===== config.mk =====
export PLATFORM = sky130hd
export DESIGN_NAME = pe_cpa_flat
export DESIGN_NICKNAME = d
export VERILOG_FILES = /design/src/rtl/pe_cpa_if.sv /design/src/rtl/pe_cpa.sv /design/src/flat_wrapper.sv
export SDC_FILE = /design/constraint.sdc
export NUM_CORES = 1
export LEC_CHECK = 0
export ABC_AREA = 1
export CORE_ASPECT_RATIO = 0.9
export CORE_UTILIZATION = 52
export CTS_BUF_LIST = sky130_fd_sc_hd__clkbuf_2 sky130_fd_sc_hd__clkbuf_4 sky130_fd_sc_hd__clkbuf_8
export DETAILED_ROUTE_END_ITERATION = 16
export PLACE_DENSITY = 0.84
export SLEW_MARGIN = 5
export SYNTH_ARGS = -nofsm -noshare
export SYNTH_HDL_FRONTEND = slang
export SYNTH_SLANG_ARGS = --single-unit
export TNS_END_PERCENT = 50

===== constraint.sdc =====
create_clock -name clk -period 6.5 [get_ports clk]
set_clock_uncertainty 0.15 [all_clocks]
set_input_delay 1.95 -clock clk [delete_from_list [all_inputs] [get_ports clk]]
set_output_delay 1.95 -clock clk [all_outputs]
set_load 0.02 [all_outputs]

===== src/rtl/pe_cpa_if.sv =====
// Data bundle for one carry-save systolic PE: activation, weight and partial-sum lanes.
// master drives the PE inputs; slave is the PE itself.
interface pe_cpa_if #(
    parameter int SIZE = 4
);
    localparam int W = SIZE + 16;

    logic         preclk;
    logic [7:0]   weight;
    logic [7:0]   in;
    logic [W-1:0] psum0;
    logic [W-1:0] psum1;
    logic [7:0]   weightO;
    logic [7:0]   inO;
    logic [W-1:0] psumO0;
    logic [W-1:0] psumO1;
    logic [W:0]   out;
    logic [W-1:0] finalout;

    modport master (
        output preclk, weight, in, psum0, psum1,
        input  weightO, inO, psumO0, psumO1, out, finalout
    );

    modport slave (
        input  preclk, weight, in, psum0, psum1,
        output weightO, inO, psumO0, psumO1, out, finalout
    );
endinterface


===== src/rtl/pe_cpa.sv =====
// Systolic PE: stored signed weight times activation, accumulated in carry-save form,
// with a carry-propagate output adder. Define PE_CPA_OUTREG_EN to register out/finalout.
module pe_cpa #(
    parameter int SIZE = 4
) (
    input  logic      clk,
    input  logic      rst_n,
    pe_cpa_if.slave   bus
);
    localparam int W = SIZE + 16;

    logic [7:0]   r_weight;
    logic [7:0]   r_in;
    logic [W-1:0] r_psum0;
    logic [W-1:0] r_psum1;

    logic [15:0]  w_weight16;
    logic [15:0]  w_in16;
    logic [15:0]  w_prod16;
    logic [W-1:0] w_prod;
    logic [W-1:0] w_s;
    logic [W-1:0] w_maj;
    logic [W-1:0] w_c;
    logic [W:0]   w_sum;

    // The low 16 bits of a 16x16 product of sign-extended operands equal the signed 8x8 product.
    assign w_weight16 = {{8{r_weight[7]}}, r_weight};
    assign w_in16     = {{8{bus.in[7]}}, bus.in};
    assign w_prod16   = w_weight16 * w_in16;
    assign w_prod     = {{SIZE{w_prod16[15]}}, w_prod16};

    assign w_s   = bus.psum0 ^ bus.psum1 ^ w_prod;
    assign w_maj = (bus.psum0 & bus.psum1) | (bus.psum0 & w_prod) | (bus.psum1 & w_prod);
    assign w_c   = {w_maj[W-2:0], 1'b0};

    // Product uses the weight held before this edge, so a same-cycle load applies next cycle.
    always_ff @(posedge clk or negedge rst_n) begin
        if (!rst_n) begin
            r_weight <= '0;
            r_in     <= '0;
            r_psum0  <= '0;
            r_psum1  <= '0;
        end else begin
            if (bus.preclk) begin
                r_weight <= bus.weight;
            end
            r_in    <= bus.in;
            r_psum0 <= w_s;
            r_psum1 <= w_c;
        end
    end

    assign w_sum = {1'b0, r_psum0} + {1'b0, r_psum1};

    assign bus.weightO = r_weight;
    assign bus.inO     = r_in;
    assign bus.psumO0  = r_psum0;
    assign bus.psumO1  = r_psum1;

`ifdef PE_CPA_OUTREG_EN
    logic [W:0] r_out;

    always_ff @(posedge clk or negedge rst_n) begin
        if (!rst_n) begin
            r_out <= '0;
        end else begin
            r_out <= w_sum;
        end
    end

    assign bus.out      = r_out;
    assign bus.finalout = r_out[W-1:0];
`else
    assign bus.out      = w_sum;
    assign bus.finalout = w_sum[W-1:0];
`endif

endmodule


===== src/flat_wrapper.sv =====
// flat-port wrapper written by rule: the top's interface ports become plain ports
module pe_cpa_flat 
#(
    parameter int SIZE = 4
)
  (clk, rst_n, bus_preclk, bus_weight, bus_in, bus_psum0, bus_psum1, bus_weightO, bus_inO, bus_psumO0, bus_psumO1, bus_out, bus_finalout);
  pe_cpa_if #(.SIZE(SIZE)) bus_i ();
  input  logic clk;
  input  logic rst_n;
  input wire logic [$bits(bus_i.preclk)-1:0] bus_preclk;
  input wire logic [$bits(bus_i.weight)-1:0] bus_weight;
  input wire logic [$bits(bus_i.in)-1:0] bus_in;
  input wire logic [$bits(bus_i.psum0)-1:0] bus_psum0;
  input wire logic [$bits(bus_i.psum1)-1:0] bus_psum1;
  output wire logic [$bits(bus_i.weightO)-1:0] bus_weightO;
  output wire logic [$bits(bus_i.inO)-1:0] bus_inO;
  output wire logic [$bits(bus_i.psumO0)-1:0] bus_psumO0;
  output wire logic [$bits(bus_i.psumO1)-1:0] bus_psumO1;
  output wire logic [$bits(bus_i.out)-1:0] bus_out;
  output wire logic [$bits(bus_i.finalout)-1:0] bus_finalout;
  assign bus_i.preclk = bus_preclk;
  assign bus_i.weight = bus_weight;
  assign bus_i.in = bus_in;
  assign bus_i.psum0 = bus_psum0;
  assign bus_i.psum1 = bus_psum1;
  assign bus_weightO = bus_i.weightO;
  assign bus_inO = bus_i.inO;
  assign bus_psumO0 = bus_i.psumO0;
  assign bus_psumO1 = bus_i.psumO1;
  assign bus_out = bus_i.out;
  assign bus_finalout = bus_i.finalout;
  pe_cpa #(.SIZE(SIZE)) u_core (.clk(clk), .rst_n(rst_n), .bus(bus_i));
endmodule

==> metrics.md, run 1 <==
| Metric | Value |
|---|---|
| Htree depth | `2` |
| Setup-failing EPs final | `0` |
| Endpoints failing hold | `0` |
| Antenna Violating Nets Remaining | `0` |
| Clock Sinks | `55` |
| GPL Wtd Cong | `0.920` |
| CP Max Fanout | `5` |
| HPWL after detailed placement | `12.5 mm` |
| Syn nets | `974` |
| Post-synthesis cell count | `792` |
| Post-Syn Area | `about 0.0063 mm²` |
| Largest net degree at the start of global routing | `56` |
| Clk buf depth | `2` |
| Post-synthesis register bit count | `55` |
| Upper clock frequency limit | `0.159 GHz` |
| Status | `complete, no violations` |
| Mean Syn Cell Area | `around 8 µm²` |
| Critical path capture point type | `register` |
| MaxCap Viol Count | `0` |
| Synthesis-to-finish area growth | `30.2%` |
| Initial core utilization | `54.1%` |
| DRC | `0` |
| First-pass GRT wire length | `24.9 mm` |
| Gr usage total | `25.1%` |
| Netlist cell types | `31` |
| # IOs | `156` |
| HP Class | `register to register` |
| Slew at the pin closest to its max-slew limit | `0.721 ns` |
| CTS tree | `done` |
| Sequential element share of the synthesized area | `22.0%` |
| Total iterations of the first detailed-routing run | `5` |
| PortBufs | `approximately 150` |
| Die area | `between 0.01 and 0.015 mm²` |
| Min cycle time layout | `6.28 ns` |
| Fin. max-slew vios | `0` |
| Share of post-route cells with drive strength above 1 | `9.99%` |
| Die height | `106 µm` |
| Largest area contributor in the netlist | `fa_1` |
| Vias per cell | `around 4.8` |
| GRT overflow | `0` |
| Chip width | `roughly 120 µm` |
| Reg clk slew, reported paths | `0.10 ns` |
| Vias after detailed routing | `5281` |
| Final Util | `70.5%` |
| Final WL | `14.5 mm` |
| Crit path kind | `input port to register` |
| Final net count | `1132` |
| Startpoint types | `input port` |
| # diodes | `0` |
| Cts bufs inserted | `5` |
| Vias in the first global route | `between 5000 and 6000` |
| Tcrit/Tclk final | `96.5%` |
| Row cnt | `37` |
| Wire per inst | `13.1 µm` |
| Most frequent cells in the layout | `inv_1, nand2_1, clkdlybuf4s50_1, fa_1, dfrtp_1` |
| Top cell type's share of synthesized area | `24.0%` |
| Synth warn | `0` |
| WP data required | `roughly 6.6 ns` |
| WP data arrival | `roughly 6.4 ns` |
| Root buf cell | `clkbuf_8` |
| First DRT Iteration DRCs | `317` |
| Initial antenna violation count | `0` |
| Core area | `0.0116 mm²` |
| Cts hold-fix bufs | `0` |
| Relative slew slack | `about half` |
| Area contributors post-synth | `fa_1, dfrtp_1, inv_1, ha_1, nand2_1` |
| Most common cell after layout, fill and taps aside | `inv_1` |
| Skew-Pair Late Insertion Delay | `approximately 0.32 ns` |
-- worst max-delay path: stages --
cell and delay [ns]:
dlygate4sd2_1 0.30, buf_4 0.18, nand2_1 0.05, inv_1 0.06, fa_1 0.53, inv_1 0.05
fa_1 0.48, inv_1 0.06, fa_1 0.53, inv_1 0.05, fa_1 0.53, inv_1 0.06
ha_4 0.25, nand2_2 0.08, nor2_4 0.05, buf_4 0.14, nand3_1 0.08, nand3_1 0.11
nand2_2 0.13, nand2_4 0.09, fa_1 0.54, inv_1 0.06
-- layout make-up --
class                   instances  area (µm²)
multi-input cells             444        3750
fillers                       914        3410
repair buffers                189        1790
flip-flops and latches         55        1380
inverters                     255         957
well taps                     156         195
clock buffers                   6        76.3
clock inverters                 2        16.3
-- path summary, 6_finish.rpt --
path	start	end	slack (ns)	cells past startpoint
setup / recovery	bus_in[4]	u_core.bus.psumO0[18]	0.22	22
hold / removal	u_core.bus.weightO[0]	u_core.bus.weightO[0]	0.58	2
setup reg to reg	u_core.bus.weightO[7]	u_core.bus.psumO0[18]	1.53	18
hold reg to reg	u_core.bus.weightO[0]	u_core.bus.weightO[0]	0.58	2
max in group asynchronous	rst_n	u_core.bus.weightO[7]	4.12	2
min in group asynchronous	rst_n	u_core.bus.psumO0[8]	1.60	2
-- per-layer routing --
layer,GRT usage (%),part of all wire (%)
met2,44.3,50
met3,3.27,5.1
met1,32.5,43
met5,0,0
met4,7.05,2.0
-- Yosys cell counts --
cell / number
inv_1: 249
nand2_1: 152
fa_1: 75
dfrtp_1: 55
ha_1: 48
nor2_1: 37
a21oi_1: 25
buf_4: 22
nand3_1: 21
clkbuf_1: 16
xor2_1: 14
nand2_2: 10
o21ai_0: 10
xnor2_1: 8
mux2_2: 7
nand4_1: 7
inv_2: 6
nor2_2: 5
nand3_2: 4
o21ai_1: 4
a21o_1: 3
a21boi_1: 2
a21oi_2: 2
a21oi_4: 2
nor3_1: 2
a31oi_1: 1
conb_1: 1
nand2_4: 1
nor2_4: 1
nor3_2: 1
nor4_1: 1
-- flip-flops by register name, indices dropped and copies added, names as in the netlist --
| register | count |
|---|---|
| u_core.bus.psumO0 | 20 |
| u_core.bus.psumO1 | 19 |
| u_core.bus.inO | 8 |
| u_core.bus.weightO | 8 |
-- logic make-up after synthesis --
group / count (synthesis) / share of synthesized area [%]
flip-flops: 55 / 22.0
other: 1 / 0.0598
AO/OA/AOI/OAI: 49 / 4.61
AND/OR/NAND/NOR: 242 / 16.6
adder cells (fa/ha/maj): 123 / 33.5
buffers and inverters: 293 / 18.9
multiplexers: 7 / 1.26
XOR/XNOR: 22 / 3.08
-- metrics by stage --
stage            TNS [ns]  instances  hold WS, ns  setup WS (ns)  instance area [µm²]
5_1_grt        -0.0000129       1107        0.664     -0.0000129                 8160
2_1_floorplan           0        792        0.659         0.0130                 6270
3_5_place_dp        -5.40       1098        0.557         -0.501                 8030
3_3_place_gp        -4.30       1098        0.556         -0.348                 8030
4_1_cts                 0       1106        0.572        0.00647                 8120
6_report                0       1107        0.581          0.225                 8160
-- repair_timing --
item | 4_1_cts | 5_1_grt
setup endpoints to repair | 5 | 15
pin swaps | 0 | 5
gates resized for setup | 8 | 17
setup buffers | 0 | 1
Power of run 1 is left out: the tool's default activity adds up to more than one toggle a clock period on the data nets, which glitch-free logic cannot reach.
==> run 2: changes to the inputs <==
==> constraint.sdc (replaced) <==
create_clock -name clk -period 6.49 [get_ports clk]
set_clock_uncertainty 0.15 [all_clocks]
set_input_delay 1.947 -clock clk [delete_from_list [all_inputs] [get_ports clk]]
set_output_delay 1.947 -clock clk [all_outputs]
set_load 0.02 [all_outputs]
==> metrics.md, run 2 (synthesized netlist as in run 1, its figures left out) <==
| Metric | Value |
|---|---|
| CP Max Fanout | `5 (unchanged)` |
| Die height | `106 µm (unchanged)` |
| Post-CTS Setup Bufs | `0 (unchanged)` |
| Reg clk slew, reported paths | `0.11 ns (about the same)` |
| Clock Sinks | `55 (unchanged)` |
| Crit path kind | `input port to register` |
| Clk buf depth | `2 (unchanged)` |
| Endpoints failing hold | `0 (unchanged)` |
| Fin. max-slew vios | `0 (unchanged)` |
| Most frequent cell on the critical path | `inv_1` |
| Final WL | `14.7 mm (+1.3%)` |
| CTS tree | `done` |
| Most common cell after layout, fill and taps aside | `inv_1` |
| Synthesis-to-finish area growth | `30.4%` |
| Initial antenna violation count | `0 (unchanged)` |
| Crit-path slowest cell | `fa_1` |
| Skew-Pair Late Insertion Delay | `0.32 ns (about the same)` |
| Vias in the first global route | `5305 (-2.3%)` |
| Initial core utilization | `54.1% (unchanged)` |
| Tcrit/Tclk final | `around 100%` |
| Upper clock frequency limit | `between 0.15 and 0.2 GHz` |
| GRT overflow | `0 (unchanged)` |
| Crit path buffers/inverters | `8 (-1)` |
| Placed Area | `0.00803 mm² (unchanged)` |
| Setup-failing EPs final | `0 (unchanged)` |
| Share of post-route cells with drive strength above 1 | `9.68% (-0.31 points)` |
| Placed cells | `1098 (unchanged)` |
| WP data required | `6.57 ns (about the same)` |
| Root buf cell | `clkbuf_8` |
| Die area | `0.0125 mm² (unchanged)` |
| WP data arrival | `6.39 ns (+0.04 ns)` |
| Cts bufs inserted | `5 (unchanged)` |
| Max reg flops | `20 (unchanged)` |
| # IOs | `156 (unchanged)` |
| Top delay family on crit path | `adder cells` |
| First-pass GRT wire length | `24.7 mm (-1.0%)` |
| HP Class | `register to register` |
| Largest net degree at the start of global routing | `56 (unchanged)` |
| # diodes | `0 (unchanged)` |
| Hold path cells | `2 (unchanged)` |
| Antenna Violating Nets Remaining | `0 (unchanged)` |
| Min cycle time layout | `6.31 ns` |
| Gr usage total | `25.0% (-0.15 points)` |
| Status | `complete, no violations` |
| MaxCap Viol Count | `0 (unchanged)` |
| Cell chain of the critical path | `dlygate4sd2_1 -> buf_4 -> nand2_1 -> inv_1 -> fa_1 -> inv_1 -> fa_1 -> inv_1 -> fa_1 -> inv_1 -> fa_1 -> inv_1 -> ha_4 -> nand2_2 -> nor2_4 -> nand2_1 -> a21oi_2 -> nor2_2 -> nand3_2 -> nand2_2 -> fa_1 -> inv_1` |
| Wire per inst | `13.3 µm (+1.4%)` |
| Vias per cell | `4.73 (-0.80%)` |
| Relative slew slack | `51.8% (-0.13 points)` |
| Crit path depth | `22 (unchanged)` |
| Most frequent cells in the layout | `inv_1, nand2_1, clkdlybuf4s50_1, fa_1, dfrtp_1` |
| Vias after detailed routing | `5234 (-0.89%)` |
| Design Area, Final | `0.00817 mm² (+0.17%)` |
| Final net count | `1131 (-0.088%)` |
| Final Non-Filler Cells | `1106 (-0.090%)` |
| DRC | `0 (unchanged)` |
| Max stage delay on crit path | `0.54 ns (about the same)` |
| Reg2reg path depth | `19 (+1)` |
| Critical path capture point type | `register` |
| Startpoint types | `input port` |
| PortBufs | `154 (unchanged)` |
| Row cnt | `37 (unchanged)` |
| Core area | `0.0116 mm² (unchanged)` |
| First DRT Iteration DRCs | `273 (-14%)` |
| Htree depth | `2 (unchanged)` |
| Chip width | `118 µm (unchanged)` |
| HPWL after detailed placement | `12.6 mm (+1.1%)` |
| GPL Wtd Cong | `0.900 (-2.1%)` |
| Total iterations of the first detailed-routing run | `5 (unchanged)` |
| Slew at the pin closest to its max-slew limit | `0.723 ns (+0.00193 ns)` |
run 2: cell types whose count changed in the layout (fill, tap and decap cells not counted), sizes merged:
cell,change
clkbuf,-2
dlymetal6s2s,+1
bufinv,+1
buf,-1
clkdlybuf4s15,-1
dlygate4sd2,+1
run 2: layout make-up:
cell class	count	area [µm²]
Sequential cell	55	1380
Clock buffer	5	68.8
Timing Repair Buffer	188	1790
Inverter	255	957
Fill cell	917	3400
Tap cell	156	195
Multi-Input combinational cell	444	3740
Clock inverter	3	46.3
run 2: metal layers:
metal | track usage, % | up-vias | share of wire (%)
li1 | - | 2558 | -
met1 | 32.0 | 2503 | 43
met2 | 43.8 | 138 | 49
met3 | 3.70 | 35 | 4.6
met4 | 7.60 | 0 | 2.6
met5 | 0 | - | 0
run 2: repair_timing:
action | CTS | global route
setup endpoints to repair | 9 | 18
resized for setup | 8 | 13
hold buffers | 0 | 0
pin swaps | 0 | 1
run 2: worst paths after layout:
kind	slack [ns]	end	from
hold reg to reg	0.57	u_core.bus.weightO[0]	u_core.bus.weightO[0]
max in group asynchronous	4.11	u_core.bus.psumO0[3]	rst_n
setup / recovery	0.18	u_core.bus.psumO0[16]	bus_in[4]
setup reg to reg	1.57	u_core.bus.psumO0[16]	u_core.bus.weightO[7]
min in group asynchronous	1.57	u_core.bus.psumO0[8]	rst_n
hold / removal	0.57	u_core.bus.weightO[0]	u_core.bus.weightO[0]
run 2: worst register-to-register path: stages (launching register included):
cell and delay, ns:
dfrtp_1 0.55, nand2_1 0.14, inv_1 0.11, fa_1 0.46
buf_4 0.18, fa_1 0.50, inv_1 0.05, fa_1 0.49
fa_1 0.55, inv_1 0.04, ha_1 0.32, nand2_1 0.09
nor2_2 0.15, nand2_1 0.09, a21oi_2 0.15, nor2_2 0.07
nand3_2 0.07, nand2_2 0.11, fa_1 0.50, inv_1 0.04
run 2: stage by stage:
| stage | util [%] | setup TNS (ns) | setup slack [ns] | hold slack, ns |
|---|---|---|---|---|
| after global routing | 70.6 | -0.0566 | -0.0303 | 0.655 |
| after floorplan | - | 0 | 0.00601 | 0.659 |
| after CTS | 70.4 | 0 | 0.00955 | 0.577 |
| after detailed placement | 69.4 | -6.62 | -0.491 | 0.561 |
| final | 70.6 | 0 | 0.179 | 0.574 |
| after global placement | 69.4 | -4.45 | -0.356 | 0.556 |
Power of run 2 is left out for the same reason.
